File: src/rtl/uart_tx_arbiter.sv
// -----------------------------------------------------------------------------
// uart_tx_arbiter
//
// Shares one 8N1 UART transmit line between N requesters. A round-robin
// arbiter picks one pending requester at each arbitration point (any idle
// cycle, or the last cycle of a stop bit). The winner's byte is latched and
// acknowledged with a one-cycle pulse. The byte is then sent as a start bit,
// eight data bits LSB first, and a stop bit, each CLKS_PER_BIT cycles long.
//
// Parameters:
//   N             number of requesters (2..16)
//   CLKS_PER_BIT  clk_i cycles per UART bit (>=1)
//
// Ports:
//   clk_i   system clock, rising edge
//   rst_i   asynchronous active-high reset
//   req_i   per-requester request level, held until acknowledged
//   d_i     request data, byte k = d_i[8k+7:8k]
//   ack_o   one-cycle pulse: byte of requester k latched
//   gnt_o   index of the requester owning the current/last frame
//   busy_o  high while a frame is on the line
//   tx_o    registered serial output, idle high
// -----------------------------------------------------------------------------
module uart_tx_arbiter #(
   parameter int N            = 4,
   parameter int CLKS_PER_BIT = 16
) (
   input  logic                 clk_i,
   input  logic                 rst_i,
   input  logic [N-1:0]         req_i,
   input  logic [8*N-1:0]       d_i,
   output logic [N-1:0]         ack_o,
   output logic [$clog2(N)-1:0] gnt_o,
   output logic                 busy_o,
   output logic                 tx_o
);

   localparam int GW = $clog2(N);
   // At one cycle per bit the counter never leaves 0; keep it one bit wide.
   localparam int CW = (CLKS_PER_BIT > 1) ? $clog2(CLKS_PER_BIT) : 1;
   localparam logic [CW-1:0] CNT_MAX  = CW'(CLKS_PER_BIT - 1);
   localparam logic [GW-1:0] LAST_RST = GW'(N - 1);

   typedef enum logic [1:0] {IDLE, START, DATA, STOP} state_t;

   state_t          state_q, state_d;
   logic [CW-1:0]   cnt_q,   cnt_d;
   logic [2:0]      idx_q,   idx_d;
   logic [7:0]      shift_q, shift_d;
   logic [GW-1:0]   gnt_q,   gnt_d;
   logic [GW-1:0]   last_q,  last_d;
   logic [N-1:0]    ack_q,   ack_d;
   logic            tx_q,    tx_d;

   logic [7:0]      d_byte [N];
   logic            cnt_last;
   logic            arb_point;
   logic            grant;
   logic [GW-1:0]   start_idx;
   logic [2*N-1:0]  req_dbl;
   logic [N-1:0]    req_rot;
   logic [GW-1:0]   win_off;
   logic [GW:0]     win_sum;
   logic [GW-1:0]   win_idx;

   // Unpack the per-requester data bytes.
   for (genvar gi = 0; gi < N; gi++) begin : g_bytes
      assign d_byte[gi] = d_i[8*gi +: 8];
   end

   assign cnt_last  = (cnt_q == CNT_MAX);
   assign arb_point = (state_q == IDLE) || ((state_q == STOP) && cnt_last);
   assign grant     = arb_point && (req_i != '0);

   // Round-robin search: rotate the request vector so the requester after
   // the last winner sits at bit 0, take the lowest set bit, rotate back.
   assign start_idx = (last_q == LAST_RST) ? '0 : last_q + 1'b1;
   assign req_dbl   = {req_i, req_i};
   assign req_rot   = req_dbl[start_idx +: N];

   always_comb begin
      win_off = '0;
      for (int i = N - 1; i >= 0; i--) begin
         if (req_rot[i]) begin
            win_off = GW'(i);
         end
      end
   end

   assign win_sum = {1'b0, start_idx} + {1'b0, win_off};
   assign win_idx = (win_sum >= (GW+1)'(N)) ? GW'(win_sum - (GW+1)'(N)) : GW'(win_sum);

   // State register.
   always_ff @(posedge clk_i or posedge rst_i) begin
      if (rst_i) begin
         state_q <= IDLE;
         cnt_q   <= '0;
         idx_q   <= '0;
         shift_q <= '0;
         gnt_q   <= '0;
         last_q  <= LAST_RST;
         ack_q   <= '0;
         tx_q    <= 1'b1;
      end else begin
         state_q <= state_d;
         cnt_q   <= cnt_d;
         idx_q   <= idx_d;
         shift_q <= shift_d;
         gnt_q   <= gnt_d;
         last_q  <= last_d;
         ack_q   <= ack_d;
         tx_q    <= tx_d;
      end
   end

   // Next-state logic.
   always_comb begin
      state_d = state_q;
      cnt_d   = cnt_q;
      idx_d   = idx_q;
      shift_d = shift_q;
      gnt_d   = gnt_q;
      last_d  = last_q;

      case (state_q)
         IDLE: begin
            if (grant) begin
               state_d = START;
               cnt_d   = '0;
            end
         end
         START: begin
            if (cnt_last) begin
               state_d = DATA;
               cnt_d   = '0;
               idx_d   = '0;
            end else begin
               cnt_d = cnt_q + 1'b1;
            end
         end
         DATA: begin
            if (cnt_last) begin
               cnt_d = '0;
               if (idx_q == 3'd7) begin
                  state_d = STOP;
               end else begin
                  idx_d = idx_q + 3'd1;
               end
            end else begin
               cnt_d = cnt_q + 1'b1;
            end
         end
         STOP: begin
            if (cnt_last) begin
               cnt_d   = '0;
               // Pending requests chain straight into the next start bit.
               state_d = grant ? START : IDLE;
            end else begin
               cnt_d = cnt_q + 1'b1;
            end
         end
         default: begin
            state_d = IDLE;
            cnt_d   = '0;
         end
      endcase

      if (grant) begin
         shift_d = d_byte[win_idx];
         gnt_d   = win_idx;
         last_d  = win_idx;
      end
   end

   // Output logic. The line level is decoded from the next state so that
   // tx_o can be a flop and still change on the same edge as the state.
   always_comb begin
      tx_d = 1'b1;
      case (state_d)
         START:   tx_d = 1'b0;
         DATA:    tx_d = shift_d[idx_d];
         default: tx_d = 1'b1;
      endcase
   end

   for (genvar gi = 0; gi < N; gi++) begin : g_ack
      assign ack_d[gi] = grant && (win_idx == GW'(gi));
   end

   assign ack_o  = ack_q;
   assign gnt_o  = gnt_q;
   assign busy_o = (state_q != IDLE);
   assign tx_o   = tx_q;

endmodule

File: config.mk
export PLATFORM = sky130hd
export DESIGN_NAME = uart_tx_arbiter
export DESIGN_NICKNAME = d
export VERILOG_FILES = /design/src/rtl/uart_tx_arbiter.sv
export SDC_FILE = /design/constraint.sdc
export NUM_CORES = 1
export LEC_CHECK = 0
export ABC_AREA = 1
export CAP_MARGIN = 20
export CORE_MARGIN = 2
export CORE_UTILIZATION = 40
export CTS_CLUSTER_SIZE = 10
export DETAILED_ROUTE_END_ITERATION = 16
export GPL_TIMING_DRIVEN = 1
export PLACE_DENSITY = 0.67
export SKIP_CTS_REPAIR_TIMING = 1
export SLEW_MARGIN = 20
export SYNTH_ARGS = -nofsm -noshare
export SYNTH_HDL_FRONTEND = slang
export SYNTH_SLANG_ARGS = --single-unit
export TNS_END_PERCENT = 1
File: constraint.sdc
create_clock -name clk_i -period 3.6 [get_ports clk_i]
set_clock_uncertainty 0.2 [all_clocks]
set_input_delay 0.9 -clock clk_i [delete_from_list [all_inputs] [get_ports clk_i]]
set_output_delay 0.9 -clock clk_i [all_outputs]
set_load 0.05 [all_outputs]
# Word level (Yosys, flattened, before mapping)
# Index checks and enable logic that the tools add are counted.
# classes
add_sub_neg,5
order_cmp,3
eq_ne,12
shifts,1
n_mux,27
bitwise_logic,1
reduce_logical,12
# ops
operator,count
$mux 8,3
$mux 2,11
$bmux 8 s2,1
$eq 2x2->1 const B,6
$mux 3,3
$mux 4,2
$pmux 2 s4,1
$pmux 4 s2,1
$shiftx 8x3->4,1
$eq 2x1->1 const B,3
$ge 3x3->1 const B,2
$logic_and 1x1->1,6
$pmux 3 s2,1
$add 4x1->4 const B,1
$eq 4x4->1 const B,1
$logic_not 2->1,2
$lt 3x4->1 const B,1
$reduce_bool 4->1,1
$add 2x2->3,1
$add 3x1->3 const B,1
$bmux 1 s3,1
$eq 3x3->1 const B,1
$not 2->3,1
$reduce_or 3->1,1
other kinds (7),8
# totals
reg_bits,26
in_bits,38
output_inout_bits,8
wordCells,69

# Longest topological paths before layout
# depth
depth_word,18
mapped_depth,25
mapped_depth_nobuf,23

# Least setup slack after synthesis
# No wires, ideal clock.
# synth_timing
path_type,input-to-reg
start,in req_i[2]
end,reg tx_q (netlist: tx_o)
setup_time_ns,0.078
arrival_ns,2.805
required_ns,3.322
path_slack_ns,0.517
cell_stages,22
n_path_buf,2
cell_sequence,inv_1 -> nand2_1 -> nand3_1 -> nand2_1 -> a31oi_1 -> nor2_1 -> ha_1 -> buf_2 -> clkinv_1 -> clkbuf_1 -> nand2_1 -> nand2_1 -> inv_1 -> nand2_2 -> nand3_1 -> nand3_1 -> nand2_1 -> nand2_1 -> nand3_1 -> nand2_1 -> nand2_1 -> nand2_1
# synth_between
elab_chain_cells,16
elab_cells_between_ends,25
classes_between,add/sub (2); order compare (1); eq/ne (2); shift (1); mux (16); bitwise (1); reduce/logical (2)
# synth_lines
element,line_no,source
start: declaration,30,"input logic [N-1:0] req_i,"
$shiftx 8x3->4 (*),79,assign req_rot = req_dbl[start_idx +: N];
$mux 2 (3 in series),84,if (req_rot[i]) begin
$mux 2 (*),84,
$add 2x2->3 (*),90,"assign win_sum = {1'b0, start_idx} + {1'b0, win_off};"
$ge 3x3->1 / $sub 2x1->2 (equally long branches),91,assign win_idx = (win_sum >= (GW+1)'(N)) ? GW'(win_sum - (GW+1)'(N)) : GW'(win_sum);
$mux 2 (*),91,
via win_idx[0],64,logic [GW-1:0] win_idx;
$not 2->3 (implied by the code) (*),169,shift_d = d_byte[win_idx];
$bmux 8 s2 (*),169,
$mux 8 (implied by the code) (*) (2 in series),169,
$mux 8 (*),168,if (grant) begin
$bmux 1 s3 (*),181,DATA: tx_d = shift_d[idx_d];
$mux 1 (implied by the code) (*),181,
$pmux 1 s2 (*),179,case (state_d)
via tx_d,53,"logic tx_q, tx_d;"
end signal: assignment,112,tx_q <= tx_d;
end: declaration,53,
# The timed path passes the listed nets; every way through them passes the cells marked *. The select of a mux whose other input is x is not followed.
# A chain may end at the register's enable or synchronous reset.

# Final worst setup path
# layout_timing
start,in req_i[3]
end,reg tx_q (netlist: tx_o)
# layout_between
elab_chain_cells,16
elab_cells_between_ends,25
classes_between,add/sub (2); order compare (1); eq/ne (2); shift (1); mux (16); bitwise (1); reduce/logical (2)
# layout_lines
element,line_no,source
$shiftx 8x3->4,79,
$mux 2 (4 in series),84,
$add 2x2->3,90,
$ge 3x3->1 / $sub 2x1->2 (equally long branches),91,
$mux 2,91,
$not 2->3 (implied by the code),169,
$bmux 8 s2,169,
$mux 8 (implied by the code) (2 in series),169,
$mux 8 (*),168,
via shift_d[1],49,"logic [7:0] shift_q, shift_d;"
$bmux 1 s3 (*),181,
$mux 1 (implied by the code) (*),181,
$pmux 1 s2 (*),179,
via tx_d,53,
# Marked as above.

==> results.ini <==
[worst_hold_path]
hp-class=flip-flop to flip-flop

[yosys]
synth-edff-count=0
async_reset_ff_share_pct=100
synth-main-ff-cell=dfrtp_1
synth_cell_types=32
synth_cells=290
synth_top_area_share_pct=29.9
synth_area_leaders=dfrtp_1 30%, nand2_1 23%, inv_1 9.0%, nand3_1 7.3%, ha_1 5.8%
syn_avg_cell_area_um2=6.65
syn_nets=337
synth_top_area_cell=dfrtp_1
ys_ff_latch=26
yosysMostFrequentCell=nand2_1
yosysWarningCount=0
yosysSeqAreaShare_pct=33.9
yosys-top-cells-count=120 x nand2_1, 46 x inv_1, 28 x nand3_1, 23 x dfrtp_1, 9 x ha_1
syn_area_um2=1930

[sta]
fin_setup_tns_ns=0
maxSlewViolCount=0
finalCriticalPeriod_ns=3.25
layout_setup_ws_ns=0.347
fin_crit_sh_pct=90.4
relSlewSlack_pct=66.7
final_hold_viol_count=0
grt_setup_unrepaired=false
fmax_ghz=0.307
setup_violations=0
holdWs_ns=0.276
tightest_slew_ns=0.497

[grt]
grt_pass1_wl_um=7040
grt_overflow=0
grt_antenna_before_repair=0
track_usage_pct=16.2
grt_max_degree=27
grt_pass1_vias=1655

[routing]
ant_nets=0
drt-total-wl_um=4030
viasPerCell=4.75
wire_per_inst_um=10.2
dr.pass1.iters=4
drcViolationCount=0
num_vias=1877
drt_iter0_markers=98

[clock_network]
cts_root_buf=clkbuf_8
clock-sinks=26
cts_max_level=1
cts_made_buffers=3
path_clk_slew_ns=0.09
clock_tree.buffer_depth=2
worstSkewPairLatency_ns=0.27
cts_tree=done

[place]
io_buffers=45
gp_congestion=0.802
hpwl_um=3250
place_ws_ns=0.0575
dpl-instance-area_um2=2460

[worst_setup_path]
critPathArrivalTime_ns=3.27
startpoint_type=input pin
worstPathRequired_ns=3.62
cp_max_fo=7
path_class=input pin to flip-flop
endpoint_kind=flip-flop

[floorplanning]
die-area_um2=5390
fp.dieH_um=73.4
initial_core_util_pct=41.1
core-area_um2=4690
std_cell_rows=25
dieWidth_um=73.4
pin_count=46

[pwr]
powerDensity_nw_per_um2=225
ir_drop_mv=0.122
p_leak_nw=1.38

[finish]
area_delta_synth_final_pct=30.1
nets=389
fillers=463
antenna_cells=0
drive_gt1_share_pct=9.38
finish.instance_area_um2=2510

[status]
status=finished clean

[job]
cap_violations=0

-- through the flow --
stage          util, %  cells  total power (W)
6_report          53.5    395         0.000565
5_1_grt           53.5    395         0.000594
4_1_cts           53.5    395         0.000571
3_5_place_dp      52.5    391         0.000401
3_3_place_gp      52.5    391         0.000402
2_1_floorplan        -    290         0.000348
-- cell families after synthesis --
logic type	count (synthesis)	synth area share, %
AOI/OAI and AO/OA	22	6.75
and+or+nand+nor	178	41.2
DFF	26	33.9
buffers and inverters	53	11.4
adders and majority gates	9	5.84
xor gates and xnor gates	2	0.909
-- power by group --
| part | switching (W) | internal [W] |
|---|---|---|
| Clock | 0.0000920 | 0.0000794 |
| Combinational | 0.0000456 | 0.0000566 |
| Sequential | 0 | 0.000292 |
| Total | 0.000138 | 0.000428 |
-- critical path, stage by stage --
cell	delay, ns
clkdlybuf4s50_1	0.47
inv_1	0.07
nand2_1	0.09
nand2_1	0.06
nand2_1	0.05
nand2_1	0.06
a31oi_1	0.12
nor2_1	0.06
ha_1	0.19
xor2_1	0.18
buf_4	0.15
nand2_4	0.06
buf_4	0.16
nand3b_1	0.12
nand3_2	0.09
nand2_2	0.07
nand2_1	0.05
nand3_1	0.09
nand3_1	0.07
nand2_1	0.08
nand2_1	0.05
nand2_1	0.05
-- placed cells by master, fill, tap and decap left out, types with 6 or more instances in the layout --
master,count
nor2_1,8
dfrtp_1,23
ha_1,9
nand3_1,28
inv_1,46
nand2_1,120
o21ai_0,6
nand2_2,6
buf_4,8
a21oi_1,8
clkdlybuf4s50_1,45
-- layer usage --
metal | routed length (um) | GRT usage, % | up-vias
li1 | - | - | 996
met4 | 29 | 2.42 | 0
met3 | 146 | 3.43 | 5
met2 | 2020 | 30.0 | 33
met5 | 0 | 0 | -
met1 | 1840 | 19.7 | 843
-- state kept, by name, summed over array words and instances, names as in the netlist --
register and count:
cnt_q 4, tx_o 1, shift_q 8, ack_o 4, idx_q 3, last_q 2
gnt_o 2, state_q 2
-- layout make-up --
| class | instances | area [um2] | share of cell area (%) |
|---|---|---|---|
| Clock buffer | 4 | 45.0 | 1.80 |
| Inverter | 47 | 176 | 7.03 |
| Multi-Input combinational cell | 211 | 1050 | 42.0 |
| Sequential cell | 26 | 654 | 26.1 |
| Tap cell | 54 | 67.6 | 2.69 |
| Timing Repair Buffer | 53 | 510 | 20.3 |
-- worst paths after layout --
| check | startpoint | slack [ns] | depth (start not counted) | endpoint |
|---|---|---|---|---|
| min in group asynchronous | rst_i | 0.78 | 3 | ack_o[1]$_DFF_PP0_ |
| min reg2reg | last_q[1]$_DFFE_PP1N_ | 0.28 | 2 | last_q[1]$_DFFE_PP1N_ |
| max in group asynchronous | rst_i | 2.12 | 3 | tx_o$_DFF_PP1_ |
| max reg2reg | last_q[0]$_DFFE_PP1N_ | 0.54 | 19 | tx_o$_DFF_PP1_ |
| min | last_q[1]$_DFFE_PP1N_ | 0.28 | 2 | last_q[1]$_DFFE_PP1N_ |
| max | req_i[3] | 0.35 | 22 | tx_o$_DFF_PP1_ |
(Power assumes the default switching activity.)
